## src/rtl/writeback_sequencer_pkg.sv

```systemverilog
// Shared types and widths for the register-file write-back path.
package writeback_sequencer_pkg;

  localparam int REG_ADDR_W = 5;
  localparam int DATA_W     = 32;
  localparam int NUM_REGS   = 32;

  typedef struct packed {
    logic [REG_ADDR_W-1:0] rd;
    logic [DATA_W-1:0]     data;
  } wb_entry_t;

endpackage

```

## src/rtl/wb_fifo.sv

```systemverilog
// Load-result queue: power-of-two depth, wrapping pointers, combinational head.
module wb_fifo
  import writeback_sequencer_pkg::*;
#(
  parameter int DEPTH = 4
) (
  input  logic                         clock,
  input  logic                         resetN,
  input  logic                         push,
  input  wb_entry_t                    push_entry,
  input  logic                         pop,
  output wb_entry_t                    head,
  output logic                         full,
  output logic                         empty,
  output logic [$clog2(DEPTH+1)-1:0]   count
);

  localparam int PTR_W = $clog2(DEPTH);
  localparam int CNT_W = $clog2(DEPTH + 1);

  wb_entry_t        mem [DEPTH];
  logic [PTR_W-1:0] wr_ptr;
  logic [PTR_W-1:0] rd_ptr;
  logic [CNT_W-1:0] count_q;
  logic             do_push;
  logic             do_pop;

  assign full    = (count_q == CNT_W'(DEPTH));
  assign empty   = (count_q == '0);
  assign count   = count_q;
  assign do_push = push && !full;
  assign do_pop  = pop && !empty;
  assign head    = mem[rd_ptr];

  always_ff @(posedge clock or negedge resetN) begin
    if (!resetN) begin
      wr_ptr  <= '0;
      rd_ptr  <= '0;
      count_q <= '0;
    end else begin
      if (do_push) wr_ptr <= wr_ptr + PTR_W'(1);
      if (do_pop)  rd_ptr <= rd_ptr + PTR_W'(1);
      case ({do_push, do_pop})
        2'b10:   count_q <= count_q + CNT_W'(1);
        2'b01:   count_q <= count_q - CNT_W'(1);
        default: count_q <= count_q;
      endcase
    end
  end

  // Storage needs no reset; the pointers define what is valid.
  always_ff @(posedge clock) begin
    if (do_push) mem[wr_ptr] <= push_entry;
  end

endmodule

```

## src/rtl/writeback_sequencer.sv

```systemverilog
// Drives the register-file write port: merges ALU results with queued loads,
// guards against load starvation and tracks outstanding loads per register.
module writeback_sequencer
  import writeback_sequencer_pkg::*;
#(
  parameter int DEPTH        = 4,
  parameter int STARVE_LIMIT = 3
) (
  input  logic                  clock,
  input  logic                  resetN,
  input  logic                  aluValid,
  input  logic [REG_ADDR_W-1:0] aluRd,
  input  logic [DATA_W-1:0]     aluData,
  output logic                  holdAlu,
  input  logic                  memValid,
  input  logic [REG_ADDR_W-1:0] memRd,
  input  logic [DATA_W-1:0]     memData,
  output logic                  memReady,
  input  logic                  issueValid,
  input  logic [REG_ADDR_W-1:0] issueRd,
  output logic [REG_ADDR_W-1:0] rdOut,
  output logic [DATA_W-1:0]     writeBackData,
  output logic [NUM_REGS-1:0]   pendingMask
);

  localparam int CNT_W    = $clog2(DEPTH + 1);
  localparam int STARVE_W = $clog2(STARVE_LIMIT + 1);

  wb_entry_t            fifo_head;
  wb_entry_t            push_entry;
  logic                 fifo_full;
  logic                 fifo_empty;
  logic [CNT_W-1:0]     fifo_count;
  logic                 fifo_push;
  logic                 fifo_pop;
  logic                 sel_alu;

  wb_entry_t            wb_q, wb_next;
  logic                 hold_q, hold_next;
  logic [STARVE_W-1:0]  starve_q, starve_next;
  logic [NUM_REGS-1:0]  pending_q, pending_next;

  assign push_entry = '{rd: memRd, data: memData};
  assign fifo_push  = memValid && !fifo_full;

  wb_fifo #(.DEPTH(DEPTH)) u_fifo (
    .clock      (clock),
    .resetN     (resetN),
    .push       (fifo_push),
    .push_entry (push_entry),
    .pop        (fifo_pop),
    .head       (fifo_head),
    .full       (fifo_full),
    .empty      (fifo_empty),
    .count      (fifo_count)
  );

  always_ff @(posedge clock or negedge resetN) begin
    if (!resetN) begin
      wb_q      <= '0;
      hold_q    <= 1'b0;
      starve_q  <= '0;
      pending_q <= '0;
    end else begin
      wb_q      <= wb_next;
      hold_q    <= hold_next;
      starve_q  <= starve_next;
      pending_q <= pending_next;
    end
  end

  always_comb begin
    sel_alu  = aluValid && !hold_q;
    fifo_pop = !sel_alu && !fifo_empty;

    wb_next = '0;
    if (sel_alu)       wb_next = '{rd: aluRd, data: aluData};
    else if (fifo_pop) wb_next = fifo_head;
    // Writes to register 0 must leave it reading as zero.
    if (wb_next.rd == '0) wb_next.data = '0;

    if (fifo_empty || fifo_pop) starve_next = '0;
    else if (sel_alu)           starve_next = starve_q + STARVE_W'(1);
    else                        starve_next = starve_q;

    hold_next = !hold_q && (starve_next == STARVE_W'(STARVE_LIMIT));

    // Clear before set so a same-cycle reissue keeps the bit.
    pending_next = pending_q;
    if (fifo_pop) pending_next[fifo_head.rd] = 1'b0;
    if (issueValid && (issueRd != '0)) pending_next[issueRd] = 1'b1;
  end

  assign rdOut         = wb_q.rd;
  assign writeBackData = wb_q.data;
  assign holdAlu       = hold_q;
  assign memReady      = (fifo_count != CNT_W'(DEPTH));
  assign pendingMask   = pending_q;

endmodule

```

## config.mk

```make
export PLATFORM = sky130hd
export DESIGN_NAME = writeback_sequencer
export DESIGN_NICKNAME = d
export VERILOG_FILES = /design/src/rtl/writeback_sequencer_pkg.sv /design/src/rtl/wb_fifo.sv /design/src/rtl/writeback_sequencer.sv
export SDC_FILE = /design/constraint.sdc
export NUM_CORES = 1
export LEC_CHECK = 0
export CORE_AREA = 5 5 146 218
export DETAILED_ROUTE_END_ITERATION = 8
export DIE_AREA = 0 0 151 223
export RECOVER_POWER = 50
export REMOVE_ABC_BUFFERS = 1
export SLEW_MARGIN = 40
export SYNTH_ARGS = -nofsm -noshare
export SYNTH_HDL_FRONTEND = slang
export SYNTH_SLANG_ARGS = --single-unit
```

## constraint.sdc

```tcl
create_clock -name clock -period 4.2 [get_ports clock]
set_clock_uncertainty 0.05 [all_clocks]
set_input_delay 0.84 -clock clock [delete_from_list [all_inputs] [get_ports clock]]
set_output_delay 0.84 -clock clock [all_outputs]
set_load 0.02 [all_outputs]
```

==> results.ini, run 1 <==
[outcome]
status=finished with violations
violations=max-capacitance violations, max-slew violations

[setup_path]
crit_arrival_ns=3.73
r2r_cells=5
crit_path_max_incr_delay_ns=1.19
start_kind=input pin
worstPathMaxFanout=18
crit_family=simple AND/OR/NAND/NOR gates
reg2reg_slack_ns=1.24
setup.worst_path.start=aluValid
crit_cells=9
critPathRequiredTime_ns=4.54
slowest_stage=nor2b_1
worstSetupEndpointType=flip-flop
worst-setup-path-type=input pin to flip-flop
worstSetupEndpoint=u_fifo.count[2]$_DFFE_PN0P_
path_cells=clkdlybuf4s50_1 > nor2b_1 > nor2_4 > ha_1 > inv_1 > fa_1 > xor2_1 > nor2_1 > xor2_1
reg2reg_to=writeBackData[30]$_DFF_PN0_
reg2reg_from=u_fifo.rd_ptr[0]$_DFFE_PN0P_
path_common_cell=xor2_1
critPathBufInv=2

[place]
gp_congestion=0.865
placed_cells=1066
io_buffers=154
dp_slack_ns=1.12
dp_hpwl_mm=14.6

[job]
maxCapViolations=1

[clock_network]
ctsHoldBuffers=0
clk_pin_slew_ns=0.06
cts_resized=0
cts_max_level=1
cts_root_buffer=clkbuf_16
numCtsBuffers=23
clk_latency_ns=0.51
post_cts_buffers=0
ctsLongestPathBuffers=3
cts_tree=built
clkSinkCount=227

[floorplan]
io_pins=155
row_count=78
die-area_um2=33700
die_x_um=151
die_h_um=223
coreArea_um2=29900
initial_utilization=0.293

[final_layout]
area_delta_synth_final_pct=31.8
layout-drive-gt1-share=0.136
fin_cells=1108
layout.nets=781

[synthesis]
yosysSeqAreaShare=0.734
yosys_warnings=0
synth_most_common_cell=edfxtp_1
synth.area.top_cells=edfxtp_1 51%, dfrtp_1 23%, mux4_2 8.8%
yosysTopAreaCell=edfxtp_1
netlist_top_cells_count=148 x edfxtp_1, 79 x dfrtp_1, 66 x nand2_1, 35 x nor3_1, 34 x mux4_2
syn-cell-area_um2=8750
ys_types=38
synth_cells=527
postSynth.asyncResetShare=0.348
ys_ff_latch=227
synth_top_area_frac=0.508
ys.flop_type=edfxtp_1
synth-edff-count=148
syn_area_per_cell_um2=16.6

[global_route]
grtUsageTotal=0.131
use_met2=0.237
grtUsageMet3=0.0272
grt_max_degree=63
grtUsageMet1=0.157
grt_pass1_wl_mm=33.9
grt_pass1_vias=5640
grt_antenna_before_repair=6
grt_busiest_layer=met2
grt_overflow_total=0

[timing]
slew_violations=19
finalSetupViolations=0
rsz0062_at_grt=false
min_period_ns=3.38
max_freq_ghz=0.296
fin_crit_sh=0.805
worst_slew_pin_slew_ns=1.56
fin_ws_ns=0.818
hold_viol_final=0
relSlewSlack=-0.0431

[power]
cellLeakagePower_nw=4.19
ir_worst_vdd_mv=0.323
power.density_nw_per_um2=708

[route]
drc=0
wl_per_cell_um=19.7
dr_total_vias=5189
viasPerCell=4.68
routed_wl_mm=21.8
drt_pass1_iterations=6
ant_nets=0
drtIter0Drc=191

[hold_path]
min_path_type=input pin to asynchronous set/reset pin

[worst reg2reg max path, delay by kind of cell (launching register included)]
kind,cells,cell delay [ns]
buffers and inverters,1,0.44
DFF,1,0.73
muxes,1,0.79
and+or+nand+nor,3,0.82
[sequential cells by signal, indices dropped and copies added, names as in the netlist]
| signal | cells |
|---|---|
| holdAlu | 1 |
| starve_q | 2 |
| u_fifo.mem | 148 |
| rdOut | 5 |
| pendingMask | 32 |
| writeBackData | 32 |
| u_fifo.count | 3 |
| u_fifo.wr_ptr | 2 |
| u_fifo.rd_ptr | 2 |
[power by group]
part	internal (mW)	switching [mW]	leakage, nW
Clock	1.22	0.831	0.382
Combinational	1.26	1.49	1.48
Sequential	3.05	0.310	2.34
[layout make-up]
class | instances | area (um^2)
sequential | 227 | 6420
clock buffer | 35 | 707
tap | 400 | 500
clock inverter | 6 | 56.3
timing repair buffer | 167 | 1640
antenna | 1 | 2.50
multi-input combinational | 266 | 2180
inverter | 6 | 22.5
fill | 2829 | 18300
[cell usage in the layout, fill, tap and decap left out, types with 2 or more instances in the layout]
cell type        netlist  final
edfxtp_1             148    148
clkdlybuf4s50_1        0    115
dfrtp_1               79     77
nand2_1               66     66
dlygate4sd3_1          0     38
nor3_1                35     35
mux4_2                34     34
a22oi_1               32     32
o21ai_0               31     31
clkbuf_16              0     25
buf_4                  0     12
nor2_1                13     11
inv_1                  6      6
clkbuf_1              17      6
ha_1                   5      5
a22o_1                 4      4
nand2b_1               4      4
xnor2_1                4      4
clkbuf_8               0      4
clkinv_2               0      4
nor2b_1                3      3
mux4_1                 3      3
nand3b_1               3      3
or3b_2                 3      3
and3_1                 4      3
xor2_1                 3      3
nor2_4                 0      2
or4b_1                 2      2
and2_1                 3      2
nand3_1                2      2
dfrtp_2                0      2
[worst min path at each step]
stage | from | endpoint | cells past startpoint
after floorplan | starve_q[0]$_DFF_PN0_ | starve_q[0]$_DFF_PN0_ | 1
after global placement | starve_q[0]$_DFF_PN0_ | starve_q[0]$_DFF_PN0_ | 1
after detailed placement | starve_q[0]$_DFF_PN0_ | starve_q[0]$_DFF_PN0_ | 1
after CTS | resetN | writeBackData[5]$_DFF_PN0_ | 1
after global routing | resetN | pendingMask[10]$_DFF_PN0_ | 1
final | resetN | pendingMask[10]$_DFF_PN0_ | 1
[metal layers]
metal / vias to the layer above / wire, um
li1: 2347 / -
met1: 2623 / 8430
met2: 169 / 11600
met3: 42 / 1230
met4: 8 / 553
met5: - / 47
[cells by family after synthesis]
family	count (synthesis)	synth area share
simple gates	144	0.0801
xor+xnor	7	0.00701
mux	39	0.0990
compound gates	70	0.0518
buf+inv	34	0.0185
flops	227	0.734
fa+ha+maj	6	0.00944
[metrics by stage]
step,utilization,TNS [ns],area (um^2),hold WS [ns],total power [mW]
2_1_floorplan,-,-18.98,8610,0.381,4.91
5_1_grt,0.386,0,11500,0.314,8.63
4_1_cts,0.386,0,11500,0.295,8.33
6_report,0.386,0,11500,0.277,8.16
3_5_place_dp,0.361,0,10800,0.405,6.24
3_3_place_gp,0.361,0,10800,0.392,6.20
(Power assumes the default switching activity.)
==> run 2, diff against run 1 <==
clock period = 3.5 ns   (was 4.2 ns; I/O delays follow)
==> run 2 against run 1 <==
  * The run still ends with max-capacitance violations, max-slew violations left
  * Design area is 0.22% lower
  * Core utilization fell by 0.084 points
  * Non-clock buffer count did not move
  * Register-to-register slack got worse by 0.42 ns
  * Critical path depth shrank 4
  * Combinational power increased by 24%
  * Sequential share of layout area grew 0.12 points
  * Worst setup slack worse by 0.0019 ns
  * Sequential power increased by 18%
  * Power grew 18%
  * Die area unchanged
  * Critical endpoint is now writeBackData[2]$_DFF_PN0_
  * Largest cell class unchanged
  * Highest routed layer unchanged
==> results.ini, run 2 (synthesis results as in run 1) <==
[hold_path]
min_path_type=flip-flop to flip-flop

[route]
ant_nets=0
viasPerCell=4.61
drt_pass1_iterations=4
drtIter0Drc=216
routed_wl_mm=21.4
wl_per_cell_um=19.3
dr_total_vias=5112
drc=0

[clock_network]
cts_resized=0
clkSinkCount=227
numCtsBuffers=23
cts_root_buffer=clkbuf_16
ctsHoldBuffers=0
cts_tree=built
cts_max_level=1
clk_pin_slew_ns=0.07
ctsLongestPathBuffers=3
clk_latency_ns=0.52
post_cts_buffers=0

[global_route]
grt_pass1_vias=5477
grt_pass1_wl_mm=32.6
grt_max_degree=65
grtUsageTotal=0.127
grt_antenna_before_repair=1
grt_overflow_total=0

[final_layout]
layout.nets=781
diodes=0
final_area_um2=11500
regMostFlops=u_fifo.mem
n_fill_cell=2859
layout_common_cells=148 x edfxtp_1, 116 x clkdlybuf4s50_1, 77 x dfrtp_1
final_common_cell=edfxtp_1
area_delta_synth_final_pct=31.5
largest_reg_flops=148
layout-drive-gt1-share=0.133

[timing]
slew_violations=65
relSlewSlack=-0.186
finalSetupViolations=0
worst_slew_pin_slew_ns=1.78
fin_crit_sh=0.767
min_period_ns=2.68
finalSetupTns_ns=0
hold_viol_final=0
rsz0062_at_grt=false
max_freq_ghz=0.373

[job]
maxCapViolations=1

[floorplan]
io_pins=155
die-area_um2=33700
row_count=78
die_h_um=223
die_x_um=151
coreArea_um2=29900
initial_utilization=0.293

[outcome]
violations=max-capacitance violations, max-slew violations
status=finished with violations

[place]
placed_area_um2=10800
dp_hpwl_mm=14.2
gp_congestion=0.831
io_buffers=154

[setup_path]
worstSetupEndpointType=flip-flop
slowest_stage=mux4_1
worstPathMaxFanout=32
critPathBufInv=1
crit_family=simple AND/OR/NAND/NOR gates
crit_path_max_incr_delay_ns=0.63
path_cells=mux4_1 > or3_4 > nor4_4 > buf_4 > nor3_1
worst-setup-path-type=flip-flop to flip-flop
critPathRequiredTime_ns=3.82
start_kind=flip-flop
crit_arrival_ns=3.00

[power]
ir_worst_vdd_mv=0.373
power_mw=9.63
cellLeakagePower_nw=4.16
power.density_nw_per_um2=837

[run 2: where the power goes]
part | internal [mW] | total (mW) | switching [mW]
logic | 1.56 | 3.40 | 1.84
clock network | 1.25 | 2.26 | 1.01
registers | 3.66 | 3.97 | 0.311
[run 2: per-stage QoR]
| stage | hold slack, ns | cells | utilization | setup slack (ns) |
|---|---|---|---|---|
| after detailed placement | 0.404 | 1066 | 0.363 | 0.582 |
| after global placement | 0.393 | 1065 | 0.362 | 0.631 |
| after global routing | 0.445 | 1108 | 0.385 | 0.659 |
| after floorplan | 0.354 | 499 | - | -1.14 |
| final | 0.418 | 1108 | 0.385 | 0.816 |
| after CTS | 0.149 | 1108 | 0.386 | 0.780 |
[run 2: layout make-up]
cell class,instances,area (um^2),area share
Sequential cell,227,6420,0.558
Timing Repair Buffer,167,1690,0.147
Clock inverter,10,62.6,0.00544
Tap cell,400,500,0.0435
Clock buffer,32,619,0.0538
Inverter,6,22.5,0.00196
Multi-Input combinational cell,266,2190,0.190
[run 2: worst paths after layout]
| path | startpoint | endpoint | slack [ns] | depth (start not counted) |
|---|---|---|---|---|
| max | u_fifo.rd_ptr[0]$_DFFE_PN0P_ | writeBackData[2]$_DFF_PN0_ | 0.82 | 5 |
| min | starve_q[0]$_DFF_PN0_ | starve_q[0]$_DFF_PN0_ | 0.42 | 1 |
| max reg2reg | u_fifo.rd_ptr[0]$_DFFE_PN0P_ | writeBackData[2]$_DFF_PN0_ | 0.82 | 5 |
| min reg2reg | starve_q[0]$_DFF_PN0_ | starve_q[0]$_DFF_PN0_ | 0.42 | 1 |
| max in group asynchronous | resetN | pendingMask[18]$_DFF_PN0_ | 1.22 | 2 |
| min in group asynchronous | resetN | pendingMask[31]$_DFF_PN0_ | 0.60 | 1 |
[run 2: routing by layer]
metal,routed length [um],share of wire,track usage
met1,8300,0.39,0.154
met2,11200,0.53,0.228
met3,1330,0.062,0.0260
met4,486,0.023,0.0345
met5,7,0.00033,0
==> RTL edit, RTL diff (flow settings as in run 2) <==
The package constant `NUM_REGS` goes from 32 to 16.
--- a/src/rtl/writeback_sequencer_pkg.sv
+++ b/src/rtl/writeback_sequencer_pkg.sv
@@ -4,5 +4,5 @@
   localparam int REG_ADDR_W = 5;
   localparam int DATA_W     = 32;
-  localparam int NUM_REGS   = 32;
+  localparam int NUM_REGS   = 16;
 
   typedef struct packed {
Interface: changed (resized pendingMask); port bits go from 155 to 139. The function was not compared with the original's and may differ.
==> RTL edit against run 2 <==
The flow still finishes with violations (max-capacitance violations, max-slew violations); total power down 5.6%; sequential cell count decreased by 16; first-iteration DRC count grew 20%; sequential share of layout area rose by 0.26 points; register-to-register slack worse by 0.14 ns; synthesized cell count down 18%; worst setup slack got worse by 0.27 ns; utilization fell by 2.6 points; maximum frequency shrank 9.2%; hold slack is essentially flat; synthesized area fell by 7.1%; routed wire length is 4.2% lower; cell area down 6.6%; via count shrank 9.1%; largest power group unchanged.
==> RTL edit: results (changes against run 2) <==
| Metric | Value |
|---|---|
| Status | complete, but fails checks |
| Largest net degree at the start of global routing | 64 (-1.5%) |
| Layout net count | 673 (-14%) |
| Min Hold Slack | 0.419 ns (+0.000355 ns) |
| Area of placed instances | 0.0100 mm² (-7.6%) |
| Final Max Tran Viols | 64 (-1.5%) |
| P_leak | 3.78 nW (-9.1%) |
| Failing checks | max-capacitance violations, max-slew violations |
| Worst-path fanout max | 25 (-22%) |
| Vias in the first global route | 5154 (-5.9%) |
| Initial drt markers | 260 (+20%) |
| Vias | 4645 (-9.1%) |
| Netlist cell types | 39 (+2.6%) |
| Global-route usage over all layers | 12.0% (-0.67 points) |
| First-pass GRT wire length | 30700 µm (-5.9%) |
| GPL Wtd Cong | 0.771 (-7.3%) |
| Data arrival at the endpoint of the critical path | 3.28 ns (+0.28 ns) |
| Sequential area share after synthesis | 74.1% (+0.70 points) |
| Input/output buffers | 138 (-10%) |
| Num CTS Buffers | 21 (-8.7%) |
| Pre-CTS WS | 0.595 ns (+0.0131 ns) |
| Post-synthesis mux area share | 10.5% (+0.59 points) |
| DP Wirelength | 13500 µm (-4.9%) |
| Max-cap violations | 1 (unchanged) |
| Synth top area cells | edfxtp_1 55%, dfrtp_1 19%, mux4_2 9.7% |
| Routed WL per cell | 20.5 µm (+6.2%) |
| Synth top cells by count | 148 x edfxtp_1, 63 x dfrtp_1, 35 x mux4_2 |
-- RTL edit: cell types whose count changed in the layout (fill, tap and decap cells not counted), moves of 8 or more --
cell and change:
nor3_1 -12, dfrtp_1 -16, clkbuf_1 -8, clkdlybuf4s50_1 -18
o31ai_1 +11, nor3_2 +9, o21ai_0 -18, nand2_1 -58
-- RTL edit: how the worst max path moves through the flow --
stage | startpoint | to | depth (start not counted)
after floorplan | u_fifo.rd_ptr[0] | writeBackData[15] | 4
after global placement | aluValid | u_fifo.count[2] | 10
after detailed placement | aluValid | u_fifo.count[2] | 10
after CTS | u_fifo.rd_ptr[0] | writeBackData[20] | 5
after global routing | aluValid | writeBackData[10] | 5
final | aluValid | writeBackData[20] | 5
-- RTL edit: through the flow --
step | instances | total power [W]
2_1_floorplan | 407 | 0.00541
3_3_place_gp | 960 | 0.00666
3_5_place_dp | 960 | 0.00677
4_1_cts | 997 | 0.00925
5_1_grt | 999 | 0.00956
6_report | 1000 | 0.00909
-- RTL edit: final cells by class --
type / instances / area [µm²]
Antenna cell: 3 / 7.51
Clock buffer: 22 / 529
Clock inverter: 15 / 218
Fill cell: 2829 / 19100
Inverter: 7 / 26.3
Multi-Input combinational cell: 189 / 1950
Sequential cell: 211 / 6030
Tap cell: 400 / 500
Timing Repair Buffer: 153 / 1490
-- RTL edit: routing by layer --
| layer | up-vias | part of all wire [%] | GRT usage, % |
|---|---|---|---|
| met1 | 2412 | 39 | 14.4 |
| met4 | 2 | 2.4 | 3.69 |
| met5 | - | 0.034 | 0 |
| met2 | 157 | 53 | 21.4 |
| met3 | 30 | 5.6 | 2.58 |
| li1 | 2044 | - | - |
-- RTL edit: where the power goes --
part | internal (W) | switching (W)
logic | 0.00134 | 0.00162
clock network | 0.00148 | 0.000950
registers | 0.00339 | 0.000307
